`src/rtl/fp_sqrt_iter.sv`:
```
// Multi-cycle IEEE-754 square root: restoring digit recurrence, one root bit per cycle,
// tag carry-through and flush. Define FP_SQRT_RM_EN to add the in_rm dynamic rounding-mode port.
module fp_sqrt_iter #(
    parameter int EXP_W = 8,
    parameter int MAN_W = 23,
    parameter int TAG_W = 6
) (
    input  logic                   clk,
    input  logic                   rst,
    input  logic                   flush,
    input  logic                   in_valid,
    output logic                   in_ready,
    input  logic [EXP_W+MAN_W:0]   in_operand,
    input  logic [TAG_W-1:0]       in_tag,
`ifdef FP_SQRT_RM_EN
    input  logic [2:0]             in_rm,
`endif
    output logic                   out_valid,
    input  logic                   out_ready,
    output logic [EXP_W+MAN_W:0]   out_result,
    output logic [TAG_W-1:0]       out_tag,
    output logic [1:0]             out_flags
);

    localparam int XLEN = 1 + EXP_W + MAN_W;
    localparam int RW   = MAN_W + 2;
    localparam int RADW = 2 * RW;
    localparam int PRW  = MAN_W + 4;
    localparam int CW   = $clog2(RW);
    localparam logic [EXP_W-1:0] BIAS_V = {1'b0, {(EXP_W-1){1'b1}}};
    localparam logic [XLEN-1:0]  QNAN_V = {1'b0, {EXP_W{1'b1}}, 1'b1, {(MAN_W-1){1'b0}}};
    localparam logic [CW-1:0]    LAST_CNT = CW'(RW - 1);

    typedef enum logic [1:0] {
        S_IDLE  = 2'd0,
        S_CALC  = 2'd1,
        S_ROUND = 2'd2,
        S_DONE  = 2'd3
    } state_t;

    state_t          state_r;
    logic [RADW-1:0] rad_r;
    logic [PRW-1:0]  rem_r;
    logic [RW-1:0]   root_r;
    logic [CW-1:0]   cnt_r;
    logic [EXP_W-1:0] exp_r;
    logic [TAG_W-1:0] tag_r;
    logic [2:0]      rm_s;

`ifdef FP_SQRT_RM_EN
    logic [2:0] rm_r;
    logic       rm_bad_s;
    assign rm_s     = rm_r;
    assign rm_bad_s = in_rm[2] & (in_rm[1] | in_rm[0]);
`else
    logic       rm_bad_s;
    assign rm_s     = 3'b000;
    assign rm_bad_s = 1'b0;
`endif

    logic              op_sign_s;
    logic [EXP_W-1:0]  op_exp_s;
    logic [MAN_W-1:0]  op_frac_s;
    assign op_sign_s = in_operand[XLEN-1];
    assign op_exp_s  = in_operand[XLEN-2:MAN_W];
    assign op_frac_s = in_operand[MAN_W-1:0];

    logic              spec_s;
    logic [XLEN-1:0]   spec_res_s;
    logic [1:0]        spec_flags_s;

    // Classify the incoming operand and form the special-path result
    always_comb begin
        spec_s       = 1'b1;
        spec_res_s   = QNAN_V;
        spec_flags_s = 2'b10;
        if (rm_bad_s) begin
            spec_res_s   = QNAN_V;
            spec_flags_s = 2'b10;
        end else if ((&op_exp_s) && (|op_frac_s)) begin
            spec_res_s   = QNAN_V;
            spec_flags_s = {~op_frac_s[MAN_W-1], 1'b0};
        end else if (~|op_exp_s) begin
            spec_res_s   = {op_sign_s, {(XLEN-1){1'b0}}};
            spec_flags_s = 2'b00;
        end else if (op_sign_s) begin
            spec_res_s   = QNAN_V;
            spec_flags_s = 2'b10;
        end else if (&op_exp_s) begin
            spec_res_s   = {1'b0, {EXP_W{1'b1}}, {MAN_W{1'b0}}};
            spec_flags_s = 2'b00;
        end else begin
            spec_s       = 1'b0;
            spec_res_s   = {XLEN{1'b0}};
            spec_flags_s = 2'b00;
        end
    end

    // (E + bias) / 2 equals floor(e/2) + bias; its LSB is the parity of the unbiased exponent.
    logic [EXP_W:0]   exp_sum_s;
    logic             odd_s;
    logic [MAN_W:0]   sig_s;
    logic [RADW-1:0]  rad_init_s;
    assign exp_sum_s  = {1'b0, op_exp_s} + {1'b0, BIAS_V};
    assign odd_s      = exp_sum_s[0];
    assign sig_s      = {1'b1, op_frac_s};
    assign rad_init_s = odd_s ? {sig_s, {(RW+1){1'b0}}} : {1'b0, sig_s, {RW{1'b0}}};

    // Remainder stays non-negative, so the trial compare is the sign of the signed difference.
    logic [PRW+1:0] shifted_s;
    logic [PRW-1:0] trial_s;
    logic           ge_s;
    logic [PRW-1:0] rem_nxt_s;

    // One restoring iteration: bring down two radicand bits and try root*4+1
    always_comb begin
        shifted_s = {rem_r, rad_r[RADW-1:RADW-2]};
        trial_s   = {root_r, 2'b01};
        ge_s      = (shifted_s >= {2'b00, trial_s});
        if (ge_s) begin
            rem_nxt_s = shifted_s[PRW-1:0] - trial_s;
        end else begin
            rem_nxt_s = shifted_s[PRW-1:0];
        end
    end

    logic             guard_s;
    logic             sticky_s;
    logic             inc_s;
    logic [MAN_W+1:0] sum_s;
    logic [MAN_W-1:0] frac_s;
    logic [EXP_W-1:0] exp_out_s;
    logic [XLEN-1:0]  rnd_res_s;
    logic             nx_s;

    // Round the root using guard, sticky and LSB under the active rounding mode
    always_comb begin
        guard_s  = root_r[0];
        sticky_s = |rem_r;
        case (rm_s)
            3'b000:         inc_s = guard_s & (sticky_s | root_r[1]);
            3'b001, 3'b010: inc_s = 1'b0;
            3'b011:         inc_s = guard_s | sticky_s;
            3'b100:         inc_s = guard_s;
            default:        inc_s = 1'b0;
        endcase
        sum_s = {1'b0, root_r[RW-1:1]} + {{(MAN_W+1){1'b0}}, inc_s};
        if (sum_s[MAN_W+1]) begin
            frac_s    = sum_s[MAN_W:1];
            exp_out_s = exp_r + {{(EXP_W-1){1'b0}}, 1'b1};
        end else begin
            frac_s    = sum_s[MAN_W-1:0];
            exp_out_s = exp_r;
        end
        rnd_res_s = {1'b0, exp_out_s, frac_s};
        nx_s      = guard_s | sticky_s;
    end

    // Control FSM, datapath registers and registered outputs
    always_ff @(posedge clk) begin
        if (rst || flush) begin
            state_r    <= S_IDLE;
            in_ready   <= 1'b1;
            out_valid  <= 1'b0;
            out_result <= {XLEN{1'b0}};
            out_tag    <= {TAG_W{1'b0}};
            out_flags  <= 2'b00;
            rad_r      <= {RADW{1'b0}};
            rem_r      <= {PRW{1'b0}};
            root_r     <= {RW{1'b0}};
            cnt_r      <= {CW{1'b0}};
            exp_r      <= {EXP_W{1'b0}};
            tag_r      <= {TAG_W{1'b0}};
`ifdef FP_SQRT_RM_EN
            rm_r       <= 3'b000;
`endif
        end else begin
            case (state_r)
                S_IDLE: begin
                    if (in_valid && in_ready) begin
                        tag_r    <= in_tag;
                        in_ready <= 1'b0;
`ifdef FP_SQRT_RM_EN
                        rm_r     <= in_rm;
`endif
                        if (spec_s) begin
                            out_result <= spec_res_s;
                            out_flags  <= spec_flags_s;
                            out_tag    <= in_tag;
                            out_valid  <= 1'b1;
                            state_r    <= S_DONE;
                        end else begin
                            rad_r   <= rad_init_s;
                            rem_r   <= {PRW{1'b0}};
                            root_r  <= {RW{1'b0}};
                            cnt_r   <= {CW{1'b0}};
                            exp_r   <= exp_sum_s[EXP_W:1];
                            state_r <= S_CALC;
                        end
                    end
                end
                S_CALC: begin
                    rad_r  <= {rad_r[RADW-3:0], 2'b00};
                    rem_r  <= rem_nxt_s;
                    root_r <= {root_r[RW-2:0], ge_s};
                    if (cnt_r == LAST_CNT) begin
                        state_r <= S_ROUND;
                    end else begin
                        cnt_r <= cnt_r + {{(CW-1){1'b0}}, 1'b1};
                    end
                end
                S_ROUND: begin
                    out_result <= rnd_res_s;
                    out_flags  <= {1'b0, nx_s};
                    out_tag    <= tag_r;
                    out_valid  <= 1'b1;
                    state_r    <= S_DONE;
                end
                S_DONE: begin
                    if (out_ready) begin
                        out_valid <= 1'b0;
                        in_ready  <= 1'b1;
                        state_r   <= S_IDLE;
                    end
                end
                default: begin
                    state_r   <= S_IDLE;
                    in_ready  <= 1'b1;
                    out_valid <= 1'b0;
                end
            endcase
        end
    end

endmodule

```
`config.mk`:
```
export PLATFORM = sky130hd
export DESIGN_NAME = fp_sqrt_iter
export DESIGN_NICKNAME = d
export VERILOG_FILES = /design/src/rtl/fp_sqrt_iter.sv
export SDC_FILE = /design/constraint.sdc
export NUM_CORES = 1
export LEC_CHECK = 0
export ABC_AREA = 0
export CORE_MARGIN = 4
export CORE_UTILIZATION = 60
export DETAILED_ROUTE_END_ITERATION = 10
export PLACE_DENSITY = 0.84
export SLEW_MARGIN = 10
export SYNTH_ARGS = -nofsm -noshare
export SYNTH_HDL_FRONTEND = slang
export SYNTH_SLANG_ARGS = --single-unit
```
`constraint.sdc`:
```
create_clock -name clk -period 9.9 [get_ports clk]
set_clock_uncertainty 0.15 [all_clocks]
set_input_delay 1.98 -clock clk [delete_from_list [all_inputs] [get_ports clk]]
set_output_delay 1.98 -clock clk [all_outputs]
set_load 0.02 [all_outputs]
```
==> results.json <==
{
  "drc": 0,
  "cp_max_fo": 53,
  "place_hpwl_um": 14400,
  "drv_cap": 0,
  "vias_per_cell": 5.98,
  "via_count": 7585,
  "grt_start_max_net_pins": 102,
  "syn_nets": 1110,
  "synth_edf_count": 0,
  "synth_area_leader_cell": "dfxtp_1",
  "power_leakage_uw": 0.00360,
  "rows": 42,
  "synthTopCellsByArea": "dfxtp_1, nand2_1, mux2i_1",
  "placedInstanceArea_mm2": 0.00897,
  "io_pins": 85,
  "hold_violations": 0,
  "io_buffers": 84,
  "startpoint_type": "input pin",
  "ys_ff_latch": 140,
  "peakVddDrop_mv": 0.127,
  "tightest_slew_ps": 1110,
  "yosysSeqAreaShare_pct": 34.7,
  "die_y_um": 124,
  "grt_first_pass_wirelength_um": 33300,
  "fin_area_mm2": 0.00956,
  "die-area_mm2": 0.0154,
  "cp-end-kind": "flip-flop",
  "crit_type": "input pin to flip-flop",
  "overflow": 0,
  "routed_wl_um": 20600,
  "synth_most_common_cell": "nand2_1",
  "hold_buffers": 0,
  "finalWeightedCongestion": 0.943,
  "clock_sinks": 140,
  "synth_warnings": 0,
  "start_util_pct": 61.2,
  "top_usage_layer": "met2",
  "rsz0062_at_grt": "no",
  "cts_resized": 0,
  "firstDrtPassIters": 7,
  "grtUsageMet2_pct": 45.6,
  "cts_tree": "done",
  "drive_above_1_share_pct": 4.48,
  "diodes": 0,
  "clk_pin_slew_ps": 60,
  "grt_use_met1_pct": 34.5,
  "met3_usage_pct": 5.13,
  "clkLatencyLatePin_ps": 430,
  "cts_setup_buffers": 0,
  "yosysUniqueCellTypes": 51,
  "grt_pass1_vias": 7042,
  "wire_per_inst_um": 16.2,
  "num-nets-final": 1161,
  "grt_usage_pct": 27.0,
  "drt-initial-drc-count": 546,
  "core_mm2": 0.0132,
  "finalSetupViolations": 0,
  "synthCells": 1029,
  "crit_arrival_ps": 5940,
  "antenna_found_initial": 0,
  "synth_ff_type": "dfxtp_1",
  "postRouteAntennaNets": 0,
  "async_flop_share_pct": 0,
  "clock-root-buffer": "clkbuf_16",
  "hp-class": "flip-flop to flip-flop",
  "synth_top_area_share_pct": 34.7,
  "slew_headroom_pct": 25.5,
  "h-tree-depth": 4,
  "cp.required_ps": 10100,
  "outcome": "completed",
  "max_freq_mhz": 174,
  "cts-buffers-inserted": 17,
  "postSynthAreaPerCell_um2": 7.84,
  "fin_setup_tns_ps": 0,
  "cts_buffer_depth": 2,
  "netlist_area_mm2": 0.00807,
  "synth_commonest_cells": "nand2_1, dfxtp_1, a21oi_1, nor2_1, mux2i_1",
  "period_share_pct": 58.0,
  "min_period_ps": 5740,
  "power_density_mw_per_mm2": 148,
  "die_w_um": 124,
  "slew_viol_final": 0,
  "area_delta_synth_final_pct": 18.5
}
[per-stage QoR]
| step | std cells | setup WS, ps | total power (µW) | hold slack, ps | util (%) |
|---|---|---|---|---|---|
| floorplan | 1029 | 4960 | 730 | 282 | - |
| global placement | 1237 | 3880 | 784 | 290 | 68.0 |
| detailed placement | 1237 | 3780 | 787 | 296 | 68.0 |
| CTS | 1269 | 4230 | 1420 | 305 | 72.5 |
| global route | 1269 | 3790 | 1460 | 320 | 72.5 |
| finish | 1269 | 4160 | 1410 | 302 | 72.5 |
[worst max-delay path, stage by stage]
cell             delay, ps
clkdlybuf4s50_1        390
buf_4                  250
ha_1                   240
and4_1                 210
a21oi_1                180
nand3_1                250
or2_2                  440
o21ai_4                 70
buf_4                  480
nand3_1                830
a21oi_1                360
nand2_1                 90
o211ai_1               150
[power breakdown]
part / switching [µW] / leakage, µW / internal (µW)
Combinational: 119 / 0.00219 / 78.8
Clock: 245 / 0.000279 / 390
Sequential: 6.95 / 0.00113 / 573
[kinds of logic (layout without fill, tap and decap cells)]
logic type / count (synthesis) / count (layout) / synth area share, %
DFF: 140 / 140 / 34.7
muxes: 59 / 59 / 7.37
and+or+nand+nor: 364 / 364 / 20.6
AOI/OAI and AO/OA: 267 / 267 / 20.1
xor gates and xnor gates: 58 / 58 / 6.30
buffers and inverters: 103 / 167 / 5.01
adders and majority gates: 38 / 38 / 5.89
[routing by layer]
layer | routed length [µm] | vias to the layer above
li1 | - | 3755
met1 | 9220 | 3575
met2 | 9970 | 218
met4 | 449 | 0
met5 | 0 | -
met3 | 966 | 37
[cell usage in the layout, fill, tap and decap left out, drive strengths merged, types with 7 or more instances in the layout]
master,synthesis,layout
ha,38,38
nand2,160,160
nor3,20,20
and4,7,7
a31oi,10,10
nor2b,7,7
o21ai,69,69
dfxtp,140,140
nor4,14,14
nand3,46,46
a21oi,99,99
nor2,63,63
and3,11,11
xor2,14,14
mux2i,56,56
inv,43,44
a211oi,19,19
clkdlybuf4s50,0,84
buf,6,8
nand4,16,16
a21o,13,13
xnor2,44,44
a22oi,22,22
clkbuf,54,22
[final timing paths]
path	from	endpoint	slack [ps]	depth (start not counted)
max	in_operand[23]	rem_r[20]$_SDFFE_PP0P_	4160	13
min	rad_r[39]$_SDFFE_PP0P_	rad_r[39]$_SDFFE_PP0P_	300	2
max reg2reg	root_r[10]$_SDFFE_PP0P_	rem_r[19]$_SDFFE_PP0P_	5850	12
min reg2reg	rad_r[39]$_SDFFE_PP0P_	rad_r[39]$_SDFFE_PP0P_	300	2
[state kept, by name, summed over array words and instances (netlist names), 5 cells and up]
name,count
cnt_r,5
out_result,32
out_tag,6
exp_r,8
root_r,25
rem_r,27
tag_r,6
rad_r,25
[layout make-up]
| class | count | area, µm² |
|---|---|---|
| clock buffers | 22 | 474 |
| clock inverters | 10 | 114 |
| fillers | 1031 | 3630 |
| inverters | 43 | 161 |
| multi-input cells | 786 | 4890 |
| flip-flops and latches | 140 | 2800 |
| well taps | 176 | 220 |
| repair buffers | 92 | 901 |
No activity file was read; power rests on OpenSTA's default activity.
